### src/rtl/io_arbiter.sv
// rtl/io_arbiter.sv - two-requester round-robin arbiter for the memory-mapped I/O port
module io_arbiter #(
  parameter int ADDR_W = 5,
  parameter int DATA_W = 32
) (
  input  logic              i_clock,
  input  logic              i_resetn,
  // requester 0 (CPU load/store path)
  input  logic              i_req0,
  input  logic              i_we0,
  input  logic [ADDR_W-1:0] i_addr0,
  input  logic [DATA_W-1:0] i_wdata0,
  output logic              o_gnt0,
  output logic              o_done0,
  output logic [DATA_W-1:0] o_rdata0,
  // requester 1 (secondary master)
  input  logic              i_req1,
  input  logic              i_we1,
  input  logic [ADDR_W-1:0] i_addr1,
  input  logic [DATA_W-1:0] i_wdata1,
  output logic              o_gnt1,
  output logic              o_done1,
  output logic [DATA_W-1:0] o_rdata1,
  // status
  output logic              o_busy,
  // shared I/O port
  output logic [ADDR_W-1:0] o_io_addr,
  output logic              o_io_we,
  output logic [DATA_W-1:0] o_io_wdata,
  input  logic [DATA_W-1:0] i_io_rdata
);

  typedef enum logic [1:0] {
    S_IDLE    = 2'd0,
    S_ACCESS  = 2'd1,
    S_CAPTURE = 2'd2
  } state_t;

  state_t              r_state;
  logic                r_owner;
  logic                r_last_owner;
  logic                r_gnt0;
  logic                r_gnt1;
  logic                r_done0;
  logic                r_done1;
  logic [DATA_W-1:0]   r_rdata0;
  logic [DATA_W-1:0]   r_rdata1;
  logic                r_busy;
  logic [ADDR_W-1:0]   r_io_addr;
  logic                r_io_we;
  logic [DATA_W-1:0]   r_io_wdata;

  logic                w_any_req;
  logic                w_pick1;
  logic [ADDR_W-1:0]   w_sel_addr;
  logic [DATA_W-1:0]   w_sel_wdata;
  logic                w_sel_we;

  // Winner selection: a lone requester wins; on a tie the one that did not
  // own the port last time wins, so sustained dual traffic alternates.
  always_comb begin
    w_any_req   = i_req0 | i_req1;
    w_pick1     = i_req1 & (~i_req0 | ~r_last_owner);
    w_sel_addr  = w_pick1 ? i_addr1  : i_addr0;
    w_sel_wdata = w_pick1 ? i_wdata1 : i_wdata0;
    w_sel_we    = w_pick1 ? i_we1    : i_we0;
  end

  // Arbitration FSM: IDLE samples requests, ACCESS presents the access to the
  // port for one cycle, CAPTURE picks up the port's registered read data.
  always_ff @(posedge i_clock or negedge i_resetn) begin
    if (!i_resetn) begin
      r_state      <= S_IDLE;
      r_owner      <= 1'b0;
      r_last_owner <= 1'b1;
      r_gnt0       <= 1'b0;
      r_gnt1       <= 1'b0;
      r_done0      <= 1'b0;
      r_done1      <= 1'b0;
      r_rdata0     <= '0;
      r_rdata1     <= '0;
      r_busy       <= 1'b0;
      r_io_addr    <= '0;
      r_io_we      <= 1'b0;
      r_io_wdata   <= '0;
    end else begin
      r_gnt0  <= 1'b0;
      r_gnt1  <= 1'b0;
      r_done0 <= 1'b0;
      r_done1 <= 1'b0;
      case (r_state)
        S_IDLE: begin
          if (w_any_req) begin
            r_io_addr    <= w_sel_addr;
            r_io_wdata   <= w_sel_wdata;
            r_io_we      <= w_sel_we;
            r_gnt0       <= ~w_pick1;
            r_gnt1       <= w_pick1;
            r_owner      <= w_pick1;
            r_last_owner <= w_pick1;
            r_busy       <= 1'b1;
            r_state      <= S_ACCESS;
          end
        end
        S_ACCESS: begin
          // The port latches the write at this edge; address/data stay put so
          // the registered readback in CAPTURE refers to the same location.
          r_io_we <= 1'b0;
          r_state <= S_CAPTURE;
        end
        S_CAPTURE: begin
          if (r_owner) begin
            r_rdata1 <= i_io_rdata;
            r_done1  <= 1'b1;
          end else begin
            r_rdata0 <= i_io_rdata;
            r_done0  <= 1'b1;
          end
          r_busy  <= 1'b0;
          r_state <= S_IDLE;
        end
        default: begin
          r_io_we <= 1'b0;
          r_busy  <= 1'b0;
          r_state <= S_IDLE;
        end
      endcase
    end
  end

  assign o_gnt0     = r_gnt0;
  assign o_gnt1     = r_gnt1;
  assign o_done0    = r_done0;
  assign o_done1    = r_done1;
  assign o_rdata0   = r_rdata0;
  assign o_rdata1   = r_rdata1;
  assign o_busy     = r_busy;
  assign o_io_addr  = r_io_addr;
  assign o_io_we    = r_io_we;
  assign o_io_wdata = r_io_wdata;

endmodule

### config.mk
export PLATFORM = sky130hd
export DESIGN_NAME = io_arbiter
export DESIGN_NICKNAME = d
export VERILOG_FILES = /design/src/rtl/io_arbiter.sv
export SDC_FILE = /design/constraint.sdc
export NUM_CORES = 1
export LEC_CHECK = 0
export ABC_AREA = 1
export CORE_UTILIZATION = 40
export DETAILED_ROUTE_END_ITERATION = 7
export HOLD_SLACK_MARGIN = 0.15
export PLACE_DENSITY = 0.78
export SYNTH_ARGS = -nofsm -noshare
export SYNTH_HDL_FRONTEND = slang
export SYNTH_SLANG_ARGS = --single-unit
### constraint.sdc
create_clock -name i_clock -period 2.15 [get_ports i_clock]
set_input_delay 0.3225 -clock i_clock [delete_from_list [all_inputs] [get_ports i_clock]]
set_output_delay 0.3225 -clock i_clock [all_outputs]
set_load 0.02 [all_outputs]
# [Word level (Yosys, flattened, before mapping)]
# Index checks and enable logic that the tools add are counted.
[totals] inputBits=112 output_inout_bits=107 ff_bits=111 word_cells=48
[op_classes] muxes=17 eq_ne=3 n_bitwise=9 n_reduce_logical=6
[op_table] cell="32-bit two-way mux" n=1
[op_table] cell="1-bit two-way mux" n=11
[op_table] cell="2-bit AND reduction" n=5
[op_table] cell="1-bit inverter" n=6
[op_table] cell="5-bit two-way mux" n=1
[op_table] cell="1-bit case mux with 2 select lines" n=2
[op_table] cell="2-bit case mux with 2 select lines" n=1
[op_table] cell="2-bit by 1-bit == test with 1-bit output, second input constant" n=1
[op_table] cell="2-bit == test, second input constant" n=1
[op_table] cell="2-bit logical NOT" n=1
[op_table] cell="2-bit two-way mux" n=1
[op_table] cell="2-bit != test, second input constant" n=1
[op_table] cell="1-bit OR" n=2
[op_table] cell="1-bit AND" n=1

# [Logic depth before layout (Yosys ltp)]
# Gate-level depths: netlist of run 1.
[depth] ltp_word=6 depth_mapped=8 depth_no_buf=6

# [Worst setup path after synthesis of run 1]
# No wires, ideal clock.
[synth_path] path_kind="flip-flop to flip-flop" startpoint="reg r_last_owner" endpoint="reg r_io_addr[4], in the netlist o_io_addr[4]" setup_ps=117 synth_period_minus_slack_ps=1217 n_path_buf=2 stages_incl_launch_ff=8 path_slack_ps=933 arrival_time_ps=1100 t_required_ps=2033 path_cell_list="dfstp_2 > nand2_1 > nand2_1 > buf_4 > buf_4 > nand2_1 > nand3_1 > nand2_1"
[synth_between] elab_chain_cells=4
[synth_rtl] item="start: declaration" line_no="41" rtl="logic r_last_owner;"
[synth_rtl] item="start signal: assignment" line_no="100" rtl="r_last_owner <= w_pick1;"
[synth_rtl] item="1-bit inverter" line_no="63" rtl="w_pick1 = i_req1 & (~i_req0 | ~r_last_owner);"
[synth_rtl] item="1-bit OR" line_no="63"
[synth_rtl] item="1-bit AND" line_no="63"
[synth_rtl] item="5-bit two-way mux" line_no="64" rtl="w_sel_addr = w_pick1 ? i_addr1 : i_addr0;"
[synth_rtl] item="end signal: assignment" line_no="94" rtl="r_io_addr <= w_sel_addr;"
[synth_rtl] item="end: declaration" line_no="49" rtl="logic [ADDR_W-1:0] r_io_addr;"
# Every way passes these cells.
# A chain may end at the register's enable or synchronous reset.

# [Worst setup path after layout of run 1]
[layout_path] startpoint="reg r_io_wdata[14], in the netlist o_io_wdata[14]" endpoint="out o_io_wdata[14]"
[layout_rtl] item="start: declaration" line_no="51" rtl="logic [DATA_W-1:0] r_io_wdata;"
[layout_rtl] item="start signal: assignment" line_no="95" rtl="r_io_wdata <= w_sel_wdata;"
[layout_rtl] item="end: declaration" line_no="29" rtl="output logic [DATA_W-1:0] o_io_wdata,"
# No word-level cell between the ends.

==> results of run 1 <==
## cell usage in the layout, fill, tap and decap left out, drive strengths merged
cell	instances
a21oi	1
buf	12
bufinv	1
clkbuf	9
clkdlybuf4s50	217
clkinv	3
clkinvlp	2
dfrtp	110
dfstp	1
dlygate4sd3	1
inv	43
nand2	258
nand3	40
nand3b	3
nor2	5
o21ai	65
## cell families after synthesis
| family | synth area share (%) |
|---|---|
| buf+inv | 7.10 |
| flops | 59.7 |
| compound gates | 7.10 |
| simple gates | 26.1 |
## power by group
part	switching (mW)	internal [mW]	leakage [nW]
registers	0.585	3.10	1.37
logic	2.91	2.44	2.09
clock network	0.734	0.905	0.142
total	4.23	6.44	3.60
## registers in the layout (all words and copies together) (netlist names)
signal	flops
o_rdata0	32
o_gnt1	1
r_state	2
o_done0	1
r_owner	1
o_done1	1
r_last_owner	1
o_busy	1
o_io_addr	5
o_io_wdata	32
o_io_we	1
o_gnt0	1
o_rdata1	32
## layout make-up
type | count | area (µm²) | share of cell area [%]
multi-input combinational | 372 | 1560 | 21.4
timing repair buffer | 230 | 2310 | 31.7
tap | 143 | 179 | 2.46
sequential | 111 | 2780 | 38.2
clock buffer | 9 | 225 | 3.09
inverter | 42 | 158 | 2.17
clock inverter | 7 | 72.6 | 0.997
## worst paths after layout
check / depth (start not counted) / end / from
min in group i_clock: 2 / r_last_owner / r_last_owner
worst max-delay path: 1 / o_io_wdata[14] / o_io_wdata[14]
worst min register to register: 2 / r_last_owner / r_last_owner
worst max register to register: 6 / o_io_wdata[31] / r_state[1]
max in group asynchronous: 3 / r_last_owner / i_resetn
worst min-delay path: 2 / o_rdata0[25] / i_resetn
## stage by stage
step / setup slack, ns / cell area [µm²] / utilization, %
final: 0.476 / 7280 / 64.0
after global routing: 0.416 / 7280 / 64.0
after CTS: 0.439 / 7280 / 64.0
after detailed placement: 0.316 / 6970 / 61.3
after global placement: 0.386 / 6970 / 61.3
after floorplan: 0.933 / 4650 / -
## per-layer routing
metal	GRT usage [%]	up-vias	wire (µm)
met5	0	-	0
met3	6.70	13	1230
li1	-	2153	-
met2	34.9	200	5950
met1	25.2	2015	5210
met4	6.57	0	156
==> out/metrics.cfg, run 1 <==
[synthesis]
async_flop_share_pct = 100
synth_top_area_share_pct = 59.2
synth_seq_cells = 111
synth_cell_types = 14
syn_nets = 671
synth-main-ff-cell = dfrtp_1
netlist_top_cells_area = dfrtp_1, nand2_1, o21ai_1, nand3_1, inv_1
synth-edff-count = 0
synth_area_per_cell_um2 = 8.32
yosysMostFrequentCell = nand2_1
ys_warn_count = 0
syn_area_um2 = 4650
yosys.area.top_type = dfrtp_1
synth_commonest_cells = nand2_1, dfrtp_1, o21ai_1
syn-instance-count = 559
synth_seq_area_share_pct = 59.7

[grt]
grt.overflow.total = 0
grtUsageTotal_pct = 20.7
grt_pass1_wl_um = 19200
antenna_found_initial = 0
grt_pass1_vias = 4087
grt_max_degree = 66

[final_layout]
syn_to_final_growth_pct = 56.5
final_net_count = 878
fillers = 933
drive_above_1_share_pct = 4.67
stdcell_count = 914
diodes = 0

[sta]
relSlewSlack_pct = 69.5
tightest_slew_ns = 0.457
rsz0062_at_grt = no
period_minus_slack_ns = 1.67
setup_viol = 0
hold_viol = 0
slew_violations = 0
whs_ns = 0.460
fmax_mhz = 597
skew_ns = 0.00659
timing.final.crit_share_pct = 77.9
setup_tns_ns = 0

[worst_setup_path]
path_delay_family = buffers and inverters
worstPathMaxFanout = 2
worstPathArrival_ns = 1.35
cp_slowest_cell = clkdlybuf4s50_1
crit_chain = clkdlybuf4s50_1
cp_slowest_stage_delay_ns = 0.64
start_kind = flop
cp_num_buf_inv = 1
worstPathRequired_ns = 1.83
worstSetupPathType = flop to primary output
end_kind = primary output
rrSetupSlack_ns = 0.65

[floorplan]
die_area_um2 = 12100
die_w_um = 110
core_area_um2 = 11400
ios = 219
initial_core_util_pct = 40.9
die_h_um = 110
rows = 39

[drt]
wl_per_cell_um = 13.7
drtPass1Iterations = 6
vias = 4381
antenna_left = 0
viasPerCell = 4.79
drc = 0
finalWirelength_um = 12500
drt_iter0_markers = 195

[clocking]
cts_sinks = 111
post_cts_buffers = 0
clk_pin_slew_ns = 0.07
cts_resized = 0
clock_latency_ns = 0.34
cts.hold.buffers_added = 1
h-tree-depth = 3
numCtsBuffers = 9
cts_root_buf = clkbuf_16
tritoncts = yes
clock_path_buffers = 2

[placed_design]
place_congestion = 0.760
io_buffers = 218
dp.cells = 897
dpl.hpwl_um = 9120

[power_and_ir_drop]
leakage_nw = 3.60
peakVddDrop_v = 0.000869
power.density_nw_per_um2 = 1470
p_total_mw = 10.7

[flow_run]
cap_violations = 0

[status]
status = complete, no violations

[hold_path]
hold_class = primary input to async pin

(Power assumes the default switching activity.)
==> run 2: changes to the inputs <==
- clock period: 2.15 -> 1.73 ns (I/O delays scaled with it)
==> run 2 against run 1 <==
Against the previous run: non-clock buffer count is 1 higher; largest cell class unchanged; sequential cell count stayed put; wire length is 1.8% lower; clock-buffer cell count is 5 higher; hold slack worse by 0.14 ns; sequential power is 25% higher.
==> out/metrics.cfg, run 2 (same netlist as run 1, synthesis figures left out) <==
[sta]
fmax_mhz = 621
tightest_slew_ns = 0.305  ; -0.152 ns
setup_tns_ns = 0  ; unchanged
timing.final.crit_share_pct = 93.0
rsz0062_at_grt = no
hold_viol = 0  ; unchanged
relSlewSlack_pct = 79.6  ; +10 points
skew_ns = 0.00571  ; -0.000885 ns
setup_viol = 0  ; unchanged
period_minus_slack_ns = 1.61
slew_violations = 0  ; unchanged

[drt]
drt_iter0_markers = 285  ; +46%
finalWirelength_um = 12300  ; -1.8%
antenna_left = 0  ; unchanged
vias = 4330  ; -1.2%
wl_per_cell_um = 13.5  ; -1.9%
viasPerCell = 4.73  ; -1.3%
drc = 0  ; unchanged
drtPass1Iterations = 4  ; -2

[floorplan]
core_area_um2 = 11400  ; unchanged
die_w_um = 110  ; unchanged
die_h_um = 110  ; unchanged
ios = 219  ; unchanged
initial_core_util_pct = 40.9  ; unchanged
die_area_um2 = 12100  ; unchanged
rows = 39  ; unchanged

[power_and_ir_drop]
power_switching_mw = 5.23  ; +24%
p_clk_share_pct = 16.8  ; +1.4 points
peakVddDrop_v = 0.00120  ; +38%
power.density_nw_per_um2 = 1840  ; +26%
switching_share_pct = 38.4  ; -1.2 points
combPwrFrac_pct = 49.5  ; -0.6 points
internal-power_mw = 8.38  ; +30%
leakage_nw = 3.66  ; +1.5%
seq_power_share_pct = 33.8  ; -0.7 points

[final_layout]
layout_commonest_cell = nand2_1
syn_to_final_growth_pct = 58.7
final_net_count = 879  ; +0.11%
drive_above_1_share_pct = 4.66  ; -0.0060 points
finalInstanceArea_um2 = 7380  ; +1.4%
diodes = 0  ; unchanged
layout_common_cells = nand2_1, clkdlybuf4s50_1, dfrtp_1
fillers = 907  ; -2.8%

[grt]
grt_pass1_wl_um = 19000  ; -1.0%
grt_max_degree = 66  ; unchanged
grt.overflow.total = 0  ; unchanged
grtUsageTotal_pct = 20.5  ; -0.20 points
grt_pass1_vias = 4067  ; -0.49%
antenna_found_initial = 0  ; unchanged

[clocking]
post_cts_buffers = 0  ; unchanged
clk_pin_slew_ns = 0.07  ; about the same
clock_path_buffers = 2  ; unchanged
cts_root_buf = clkbuf_16
tritoncts = yes
h-tree-depth = 3  ; unchanged
clock_latency_ns = 0.34  ; about the same
numCtsBuffers = 9  ; unchanged
cts_sinks = 111  ; unchanged

[worst_setup_path]
cp_slowest_stage_delay_ns = 0.62  ; -0.02 ns
path_delay_family = buffers and inverters
start_kind = flop
cp_num_buf_inv = 1  ; unchanged
crit_chain = clkdlybuf4s50_1
cp_slowest_cell = clkdlybuf4s50_1
worstPathArrival_ns = 1.35  ; about the same
end_kind = primary output
worstSetupPathType = flop to primary output
worstPathMaxFanout = 2  ; unchanged
worstPathRequired_ns = 1.47  ; -0.36 ns

[status]
status = complete, no violations

[placed_design]
io_buffers = 218  ; unchanged
dpl.hpwl_um = 9170  ; +0.57%
place_area_um2 = 7030  ; +0.83%
place_congestion = 0.775  ; +1.9%

[flow_run]
cap_violations = 0  ; unchanged

[hold_path]
hold_class = primary input to async pin

-- run 2: cell count changes in the layout (fill, tap and decap cells not counted), sizes merged --
cell / delta
clkinv: -3
clkinvlp: -2
clkbuf: +5
bufinv: +1
buf: +1
inv: -1
-- run 2: repair_timing --
item,in CTS,in global routing
hold endpoints to repair,110,0
resized for setup,0,0
hold buffers,1,0
-- run 2: layer usage --
metal / share of wire, % / track usage, % / routed length (µm) / vias to the layer above
met3: 9.0 / 6.05 / 1110 / 11
met1: 43 / 25.7 / 5240 / 1994
li1: - / - / - / 2154
met2: 47 / 34.2 / 5810 / 171
met4: 1.2 / 6.29 / 143 / 0
met5: 0 / 0 / 0 / -
-- run 2: path summary, 6_finish.rpt --
check	from	end	slack, ns	cells after the start
max	o_io_addr[4]	o_io_addr[4]	0.12	1
min	i_resetn	o_rdata0[31]	0.32	2
max reg2reg	r_last_owner	o_io_wdata[30]	0.35	7
min reg2reg	o_io_wdata[1]	o_io_wdata[1]	0.48	2
max in group asynchronous	i_resetn	o_rdata1[4]	0.91	3
min in group i_clock	o_io_wdata[1]	o_io_wdata[1]	0.48	2
-- run 2: per-stage QoR --
stage	hold WS [ns]	std cells	utilization (%)	setup WS [ns]	total power, mW
finish	0.319	915	64.9	0.121	13.6
global route	0.295	915	64.9	0.0753	14.5
CTS	0.288	915	64.9	0.0951	13.8
detailed placement	0.0797	898	61.8	0.148	11.4
global placement	0.0786	898	61.8	0.234	11.2
floorplan	-0.0361	559	-	0.513	7.94
-- run 2: area by class of cell --
cell class | count | area [µm²] | share of cell area (%)
tap | 143 | 179 | 2.42
sequential | 111 | 2780 | 37.6
timing repair buffer | 231 | 2370 | 32.1
clock buffer | 14 | 284 | 3.85
clock inverter | 2 | 60.1 | 0.813
multi-input combinational | 372 | 1560 | 21.1
inverter | 42 | 158 | 2.13
-- run 2: power by group through the flow --
stage	clock (mW)	sequential, mW	combinational [mW]
finish	2.28	4.59	6.73
floorplan	0	5.97	1.98
detailed placement	0	4.63	6.81
global route	2.45	4.72	7.34
CTS	2.33	4.61	6.82
global placement	0	4.59	6.64
